===== src/rtl/mem_pkg.sv =====
// mem_pkg: shared types and constants for the memory-access stage.
// Latency: n/a (declarations only).
// Backpressure: n/a.
// Contents: datapath width defaults, the access FSM state type and the
// mask applied to the byte-offset bits of a data-memory address.
package mem_pkg;

   localparam int XLEN_DEFAULT       = 32;
   localparam int REG_ADDR_W_DEFAULT = 5;

   typedef enum logic {
      IDLE     = 1'b0,
      WAIT_RSP = 1'b1
   } mem_state_t;

   // Applied to address bits [1:0]; all-zero forces word alignment.
   localparam logic [1:0] WORD_ALIGN_MASK = 2'b00;

endpackage


===== src/rtl/mem_wb_pipeline.sv =====
// mem_wb_pipeline: MEM/WB boundary register for the writeback result.
// Latency: 1 cycle from an enabled capture to the wb_* outputs.
// Backpressure: when en=0 the stage is stalled; a bubble (wb_RW=0) is
//   inserted while wb_result/wb_rd hold their previous values.
// Ports: clk, rst (sync, active-high); en = capture enable; kill = drop
//   the register write of the captured op; result/rd/rw = next values;
//   wb_result/wb_rd/wb_RW = registered outputs.
module mem_wb_pipeline
   import mem_pkg::*;
#(
   parameter int XLEN       = XLEN_DEFAULT,
   parameter int REG_ADDR_W = REG_ADDR_W_DEFAULT
) (
   input  logic                  clk,
   input  logic                  rst,
   input  logic                  en,
   input  logic                  kill,
   input  logic [XLEN-1:0]       result,
   input  logic [REG_ADDR_W-1:0] rd,
   input  logic                  rw,
   output logic [XLEN-1:0]       wb_result,
   output logic [REG_ADDR_W-1:0] wb_rd,
   output logic                  wb_RW
);

   always_ff @(posedge clk) begin
      if (rst) begin
         wb_result <= '0;
         wb_rd     <= '0;
         wb_RW     <= 1'b0;
      end else if (en) begin
         wb_result <= result;
         wb_rd     <= rd;
         // x0 is hardwired to zero, so a write to it is never reported.
         wb_RW     <= rw && (rd != '0) && !kill;
      end else begin
         wb_RW     <= 1'b0;
      end
   end

endmodule


===== src/rtl/mem_stage.sv =====
// mem_stage: memory-access stage; issues word loads/stores to dmem and
//   registers the writeback result into the MEM/WB boundary.
// Latency: ALU ops 1 cycle; stores 1 cycle + ready wait; loads >= 2 cycles.
// Backpressure: stall_out (combinational) holds EX/MEM and earlier stages
//   while a store waits for ready or a load is outstanding.
// Ports: in_* = EX/MEM register outputs; dmem_req_* valid/ready request;
//   dmem_rsp_* response (valid only); wb_* = MEM/WB register outputs.
// Optional: define MEM_MISALIGN_TRAP_EN to trap misaligned accesses
//   (adds misalign_trap/misalign_addr); otherwise addr[1:0] is masked.
module mem_stage
   import mem_pkg::*;
#(
   parameter int XLEN       = XLEN_DEFAULT,
   parameter int REG_ADDR_W = REG_ADDR_W_DEFAULT
) (
   input  logic                  clk,
   input  logic                  rst,
   input  logic [XLEN-1:0]       in_alu_result,
   input  logic [XLEN-1:0]       in_rs2_val,
   input  logic [REG_ADDR_W-1:0] in_rd,
   input  logic                  in_RW,
   input  logic                  in_MR,
   input  logic                  in_MW,
   output logic                  stall_out,
   output logic                  dmem_req_valid,
   input  logic                  dmem_req_ready,
   output logic                  dmem_req_we,
   output logic [XLEN-1:0]       dmem_req_addr,
   output logic [XLEN-1:0]       dmem_req_wdata,
   input  logic                  dmem_rsp_valid,
   input  logic [XLEN-1:0]       dmem_rsp_rdata,
   output logic [XLEN-1:0]       wb_result,
   output logic [REG_ADDR_W-1:0] wb_rd,
   output logic                  wb_RW
`ifdef MEM_MISALIGN_TRAP_EN
   ,
   output logic                  misalign_trap,
   output logic [XLEN-1:0]       misalign_addr
`endif
);

   mem_state_t state;
   logic       mem_op;
   logic       misaligned;
   logic       issue;

   assign mem_op = in_MR | in_MW;

`ifdef MEM_MISALIGN_TRAP_EN
   assign misaligned    = (state == IDLE) && mem_op && (in_alu_result[1:0] != 2'b00);
   assign dmem_req_addr = in_alu_result;
`else
   assign misaligned    = 1'b0;
   assign dmem_req_addr = {in_alu_result[XLEN-1:2], in_alu_result[1:0] & WORD_ALIGN_MASK};
`endif

   // A request is only ever presented from IDLE, so at most one is in flight.
   assign issue          = (state == IDLE) && mem_op && !misaligned;
   assign dmem_req_valid = issue;
   assign dmem_req_we    = in_MW;
   assign dmem_req_wdata = in_rs2_val;

   // Loads always stall in IDLE (data arrives later); stores stall only
   // until accepted. MR+MW together is handled as a load.
   always_comb begin
      stall_out = 1'b0;
      unique case (state)
         IDLE:     if (issue) stall_out = in_MR | !dmem_req_ready;
         WAIT_RSP: stall_out = !dmem_rsp_valid;
         default:  stall_out = 1'b0;
      endcase
   end

   // Responses seen in IDLE are ignored: only WAIT_RSP consumes them.
   always_ff @(posedge clk) begin
      if (rst) begin
         state <= IDLE;
      end else begin
         unique case (state)
            IDLE:     if (issue && in_MR && dmem_req_ready) state <= WAIT_RSP;
            WAIT_RSP: if (dmem_rsp_valid) state <= IDLE;
            default:  state <= IDLE;
         endcase
      end
   end

`ifdef MEM_MISALIGN_TRAP_EN
   always_ff @(posedge clk) begin
      if (rst) begin
         misalign_trap <= 1'b0;
         misalign_addr <= '0;
      end else begin
         misalign_trap <= misaligned;
         if (misaligned) misalign_addr <= in_alu_result;
      end
   end
`endif

   mem_wb_pipeline #(
      .XLEN       (XLEN),
      .REG_ADDR_W (REG_ADDR_W)
   ) u_mem_wb (
      .clk       (clk),
      .rst       (rst),
      .en        (!stall_out),
      .kill      (misaligned),
      .result    (in_MR ? dmem_rsp_rdata : in_alu_result),
      .rd        (in_rd),
      .rw        (in_RW),
      .wb_result (wb_result),
      .wb_rd     (wb_rd),
      .wb_RW     (wb_RW)
   );

endmodule


===== config.mk =====
export PLATFORM = sky130hd
export DESIGN_NAME = mem_stage
export DESIGN_NICKNAME = d
export VERILOG_FILES = /design/src/rtl/mem_pkg.sv /design/src/rtl/mem_wb_pipeline.sv /design/src/rtl/mem_stage.sv
export SDC_FILE = /design/constraint.sdc
export NUM_CORES = 1
export LEC_CHECK = 0
export ABC_CLOCK_PERIOD_IN_PS = 1600
export CAP_MARGIN = 0
export CORE_ASPECT_RATIO = 0.5
export CORE_MARGIN = 1.5
export CORE_UTILIZATION = 30
export CTS_BUF_LIST = sky130_fd_sc_hd__clkbuf_8
export CTS_CLUSTER_SIZE = 10
export DETAILED_ROUTE_END_ITERATION = 16
export PLACE_DENSITY_LB_ADDON = 0.2
export SYNTH_ARGS = -nofsm -noshare
export SYNTH_HDL_FRONTEND = slang
export SYNTH_SLANG_ARGS = --single-unit

===== constraint.sdc =====
create_clock -name clk -period 1.6 [get_ports clk]
set_input_delay 0.24 -clock clk [delete_from_list [all_inputs] [get_ports clk]]
set_output_delay 0.24 -clock clk [all_outputs]
set_load 0.01 [all_outputs]

# Word-level counts from Yosys, hierarchy flattened
# Index checks and enable logic that the tools add are counted.
[totals]
regBits = 39
input_bits = 108
out_inout_bits = 105
wordCells = 21
[classes]
muxes = 6
bitwise = 3
reduce_logical = 8
[ops]
columns = ["operator", "n"]
rows = [
  ["32-bit two-way mux", 1],
  ["5-bit nonzero test", 1],
  ["1-bit logical AND", 4],
  ["1-bit one-hot mux with 2 select lines", 2],
  ["1-bit two-way mux", 3],
  ["1-bit logical NOT", 2],
  ["1-bit OR", 2],
  ["2-bit OR reduction", 1],
  ["1-bit inverter", 1],
]

# Logic depth before layout (Yosys ltp)
[depth]
word_depth = 6
ltp_mapped = 6
ltp_nobuf = 3

# By module
# From an unflattened synthesis, not the netlist that was laid out.
[hier_totals]
hier_cells = 236
area_unflattened_um2 = 2483.6
[by_module_without_submodules]
columns = ["mod", "instances", "cells_per_inst", "area_per_inst_um2", "seq_area_each_um2"]
rows = [
  ["mem_wb_pipeline", 1, 124, 1383.8, 760.7],
  ["mem_stage", 1, 112, 1099.8, 20.0],
]

# Least setup slack after synthesis
# No wires, ideal clock.
[synth_path]
path_kind = "register to register"
from = "register state"
to = "register u_mem_wb.wb_result[12]"
setup_ns = 0.121
t_arrival_ns = 1.206
required_time_ns = 1.479
slack_ns = 0.272
path_stages_with_launch = 6
path_buffers = 2
period_less_slack_ns = 1.328
path_cell_list = "dfxtp_1 nor2_2 a22oi_2 buf_6 buf_12 mux2_4"
[synth_via]
elab_chain_len = 4
[synth_lines]
columns = ["element", "line", "rtl"]
rows = [
  ["start: declaration", "mem_stage.sv:42", "mem_state_t state;"],
  ["start signal: assignment", "mem_stage.sv:77", "state <= IDLE;"],
  ["start signal: assignment", "mem_stage.sv:80", "IDLE: if (issue && in_MR && dmem_req_ready) state <= WAIT_RSP;"],
  ["start signal: assignment", "mem_stage.sv:81", "WAIT_RSP: if (dmem_rsp_valid) state <= IDLE;"],
  ["1-bit inverter", "mem_stage.sv:58, mem_stage.sv:67", ""],
  ["1-bit logical AND", "mem_stage.sv:58", "assign issue = (state == IDLE) && mem_op && !misaligned;"],
  ["1-bit two-way mux", "mem_stage.sv:68", "IDLE: if (issue) stall_out = in_MR | !dmem_req_ready;"],
  ["1-bit one-hot mux with 2 select lines (*)", "mem_stage.sv:67", "unique case (state)"],
  ["net stall_out", "mem_stage.sv:24", "output logic stall_out,"],
  ["end signal: assignment", "mem_wb_pipeline.sv:32", "wb_result <= result;"],
  ["end: declaration", "mem_wb_pipeline.sv:21", "output logic [XLEN-1:0] wb_result,"],
]
# Mark *: on every way through the listed nets, which the timed path passes. The rest lies on a longest branch.
# A chain may end at the register's enable or synchronous reset.

# Final worst setup path
[layout_path]
from = "input port dmem_req_ready"
to = "output port stall_out"
[layout_via]
elab_chain_len = 4
[layout_lines]
columns = ["element", "line", "rtl"]
rows = [
  ["start: declaration", "mem_stage.sv:26", "input logic dmem_req_ready,"],
  ["1-bit logical NOT", "mem_stage.sv:68", ""],
  ["1-bit OR", "mem_stage.sv:68", ""],
  ["1-bit two-way mux", "mem_stage.sv:68", ""],
  ["1-bit one-hot mux with 2 select lines", "mem_stage.sv:67", ""],
  ["end: declaration", "mem_stage.sv:24", ""],
]
# Every way passes these cells.

==> flow_summary.toml <==
[power_and_ir_drop]
share_seq_of_total_power_pct = 41.0
total_leakage_power_uw = 0.00156
power.share.combinational_pct = 31.4
peakVddDrop_mv = 0.336
fraction_of_power_spent_switching_nets_pct = 25.5
power_density_nw_per_um2 = 704
power.clock.fraction_pct = 27.6
switchingPower_uw = 676
cell_internal_pwr_uw = 1970

[clock_tree]
cts_made_buffers = 5
tritoncts_num_sinks = 39
clock_tree.buffer_depth = 2
worstSkewPairLatency_ns = 0.29
hold_buffers = 0
clkTransAtPathRegs_ns = 0.07
tritoncts_clock_tree = "done"
htreeDepth = 2
cts_root_buffer = "sky130_fd_sc_hd__clkbuf_8"
post_cts.repair.setup_buffers = 0

[critical_path]
worst_reg_to_reg_cells = 5
startpoint_type = "input pin"
timing.critical_path.arrival_ns = 1.35
r2r_end = "u_mem_wb.wb_rd[0]"
setup.worst_path.end_class = "output port"
crit_path_max_fanout = 3
r2r_setup_slk_ns = 0.09
crit_type = "input pin to output port"
timing.rr.start = "state"
required_ns = 1.36

[logic_synthesis]
synth_top_flop_cell = "sky130_fd_sc_hd__dfxtp_1"
post_synth_num_cell_types = 18
yosysTopAreaCell = "sky130_fd_sc_hd__dfxtp_1"
yosysTopAreaCellShare_pct = 30.2
synth-async-reset-ratio_pct = 0
top_area_cells_in_the_synthesized_netlist = "sky130_fd_sc_hd__dfxtp_1 30%, sky130_fd_sc_hd__buf_4 20%, sky130_fd_sc_hd__mux2i_1 14%"
post_syn_area_um2 = 2580
yosys_warnings = 0
syn-mean-instance-area_um2 = 9.39
synth.yosys.seq_area_share_pct = 30.2
syn-instance-count = 275
number_of_enable_type_register_cells_in_the_synthesized_netlist = 0
synth_seq_cells = 39

[floorplanning]
core-area_um2 = 8170
boundaryPins = 213
placementRows = 23
initial_utilization_pct = 31.6
floorplan.die.height_um = 68.6
width_of_the_die_um = 134
die-area_um2 = 9200

[route]
wirelength_met1_mm = 2.33
drtIter0Drc = 40
drt_pass1_iterations = 4
route.detailed.drc = 0
routed_wl_mm = 6.48
via_count = 2014
wl_met3_um = 430
final_antenna_net_count = 0
drt-wirelength-per-cell_um = 13.8
top_signal_layer_used = "met4"
route.met2.wl_mm = 3.63
vias_per_cell = 4.29

[layout]
nets = 464
num_antenna_cells = 0
synthToLayoutAreaGrowth_pct = 45.7
sequential_cell_area_um2 = 781
final.fill_count = 807
multiInputGateArea_um2 = 1210
fin_util_pct = 46.0
layout-drive-gt1-share_pct = 15.1

[timing]
final.setup.worst_slack_ns = 0.0110
fmax_mhz = 629
report.final.setup_viol = 0
post-route-period-util_pct = 99.3
slew_viol_final = 0
final_hold_viol_count = 0
min_period_ns = 1.59
rsz0062_at_grt = "yes"
clock_skew_ns = 0.00443

[outcome]
status = "finished clean"

[grt]
grt_overflow_total = 0
vias_in_the_first_global_route = 2003
largest_net_degree_at_the_start_of_global_routing = 77
grt_resource_usage_total_pct = 13.5
grt_antenna_before_repair = 0
grt_pass1_wl_mm = 9.62

[run]
maxCapViolations = 0

[hold_path]
hold_path_end = "state"
worst_hold_startpoint = "rst"
worst_hold_class = "input pin to flop"
hold_path_stages = 3

[placement]
portBuffers = 146
routability_congestion_estimate = 0.678
placement.setup.worst_slack_ns = -0.311
total_half_perimeter_wirelength_after_legalization_and_detailed_placement_mm = 5.25
==> placed cells by master (no fill, tap or decap) <==
| cell | n |
|---|---|
| sky130_fd_sc_hd__nor4b_2 | 1 |
| sky130_fd_sc_hd__buf_6 | 1 |
| sky130_fd_sc_hd__buf_12 | 1 |
| sky130_fd_sc_hd__clkdlybuf4s15_1 | 1 |
| sky130_fd_sc_hd__mux2_4 | 3 |
| sky130_fd_sc_hd__clkinvlp_4 | 1 |
| sky130_fd_sc_hd__a22oi_2 | 1 |
| sky130_fd_sc_hd__nand2b_1 | 11 |
| sky130_fd_sc_hd__nor2b_1 | 32 |
| sky130_fd_sc_hd__buf_4 | 6 |
| sky130_fd_sc_hd__clkbuf_8 | 7 |
| sky130_fd_sc_hd__mux2i_1 | 37 |
| sky130_fd_sc_hd__nor2_2 | 1 |
| sky130_fd_sc_hd__mux2_2 | 30 |
| sky130_fd_sc_hd__nor2_1 | 36 |
| sky130_fd_sc_hd__nand2_1 | 1 |
| sky130_fd_sc_hd__buf_2 | 2 |
| sky130_fd_sc_hd__clkdlybuf4s50_1 | 141 |
| sky130_fd_sc_hd__or4_1 | 1 |
| sky130_fd_sc_hd__dfxtp_1 | 39 |
| sky130_fd_sc_hd__conb_1 | 2 |
| sky130_fd_sc_hd__dlygate4sd2_1 | 2 |
==> per-stage QoR <==
stage                     hold slack, ns  TNS [ns]  total power (uW)  area (um2)  cells
after floorplan                    0.392         0              1610        2580    276
after global placement             0.463     -8.11              1940        3650    461
after detailed placement           0.474    -10.18              1950        3650    461
after CTS                          0.423         0              2700        3750    469
after global routing               0.446   -0.0262              2790        3760    469
final                              0.428         0              2650        3760    469
==> logic make-up after synthesis <==
logic type	Yosys count	synth area share (%)
other	1	0.145
AOI/OAI and AO/OA	1	0.485
buffers and inverters	81	23.0
muxes	70	29.2
DFF	39	30.2
and+or+nand+nor	83	16.9
==> worst max-delay path by stage <==
| stage | start | end | cells after the start |
|---|---|---|---|
| final | dmem_req_ready | stall_out | 4 |
| after global routing | dmem_req_ready | stall_out | 4 |
| after CTS | dmem_req_ready | stall_out | 4 |
| after detailed placement | dmem_req_ready | u_mem_wb.wb_result[0] | 5 |
| after global placement | dmem_req_ready | stall_out | 4 |
| after floorplan | state | u_mem_wb.wb_result[12] | 5 |
==> final cells by class <==
type	instances	area share [%]
clock buffers	7	2.56
clock inverters	1	0.200
multi-input cells	156	32.2
flip-flops and latches	39	20.8
well taps	112	3.73
repair buffers	154	40.6
==> synthesized netlist by cell type (2+ instances only) <==
master                      n
sky130_fd_sc_hd__buf_4     68
sky130_fd_sc_hd__mux2_2    30
sky130_fd_sc_hd__mux2i_1   37
sky130_fd_sc_hd__clkbuf_1   7
sky130_fd_sc_hd__nor2b_1   32
sky130_fd_sc_hd__nor2_1    36
sky130_fd_sc_hd__buf_6      2
sky130_fd_sc_hd__nand2b_1  11
sky130_fd_sc_hd__dfxtp_1   39
sky130_fd_sc_hd__buf_2      3
sky130_fd_sc_hd__mux2_4     3
==> flip-flops by register name (all words and copies together) (netlist names) <==
register,flops
u_mem_wb.wb_rd,5
u_mem_wb.wb_result,32
state,1
u_mem_wb.wb_RW,1
==> power groups by stage <==
stage               sequential [uW]  clock [uW]  combinational [uW]
floorplan                      1140           0                 469
global placement               1110           0                 831
detailed placement             1110           0                 845
CTS                            1090         774                 844
global route                   1100         804                 893
finish                         1090         730                 831
==> worst max-delay path, stage by stage <==
cell	delay, ns
sky130_fd_sc_hd__clkdlybuf4s50_1	0.43
sky130_fd_sc_hd__nand2b_1	0.16
sky130_fd_sc_hd__a22oi_2	0.23
sky130_fd_sc_hd__clkdlybuf4s15_1	0.28
==> metal layers <==
metal  track usage [%]  vias to the layer above
met5                 0                        -
met4              4.97                        0
met3              4.31                       20
met2              27.4                       59
met1              13.4                      943
li1                  -                      992
==> repair_timing <==
action | in CTS | in global routing
resized for setup | 3 | 2
pin swaps | 0 | 0
hold endpoints to repair | 0 | 0
setup endpoints to repair | 3 | 17
(Power assumes the default switching activity.)
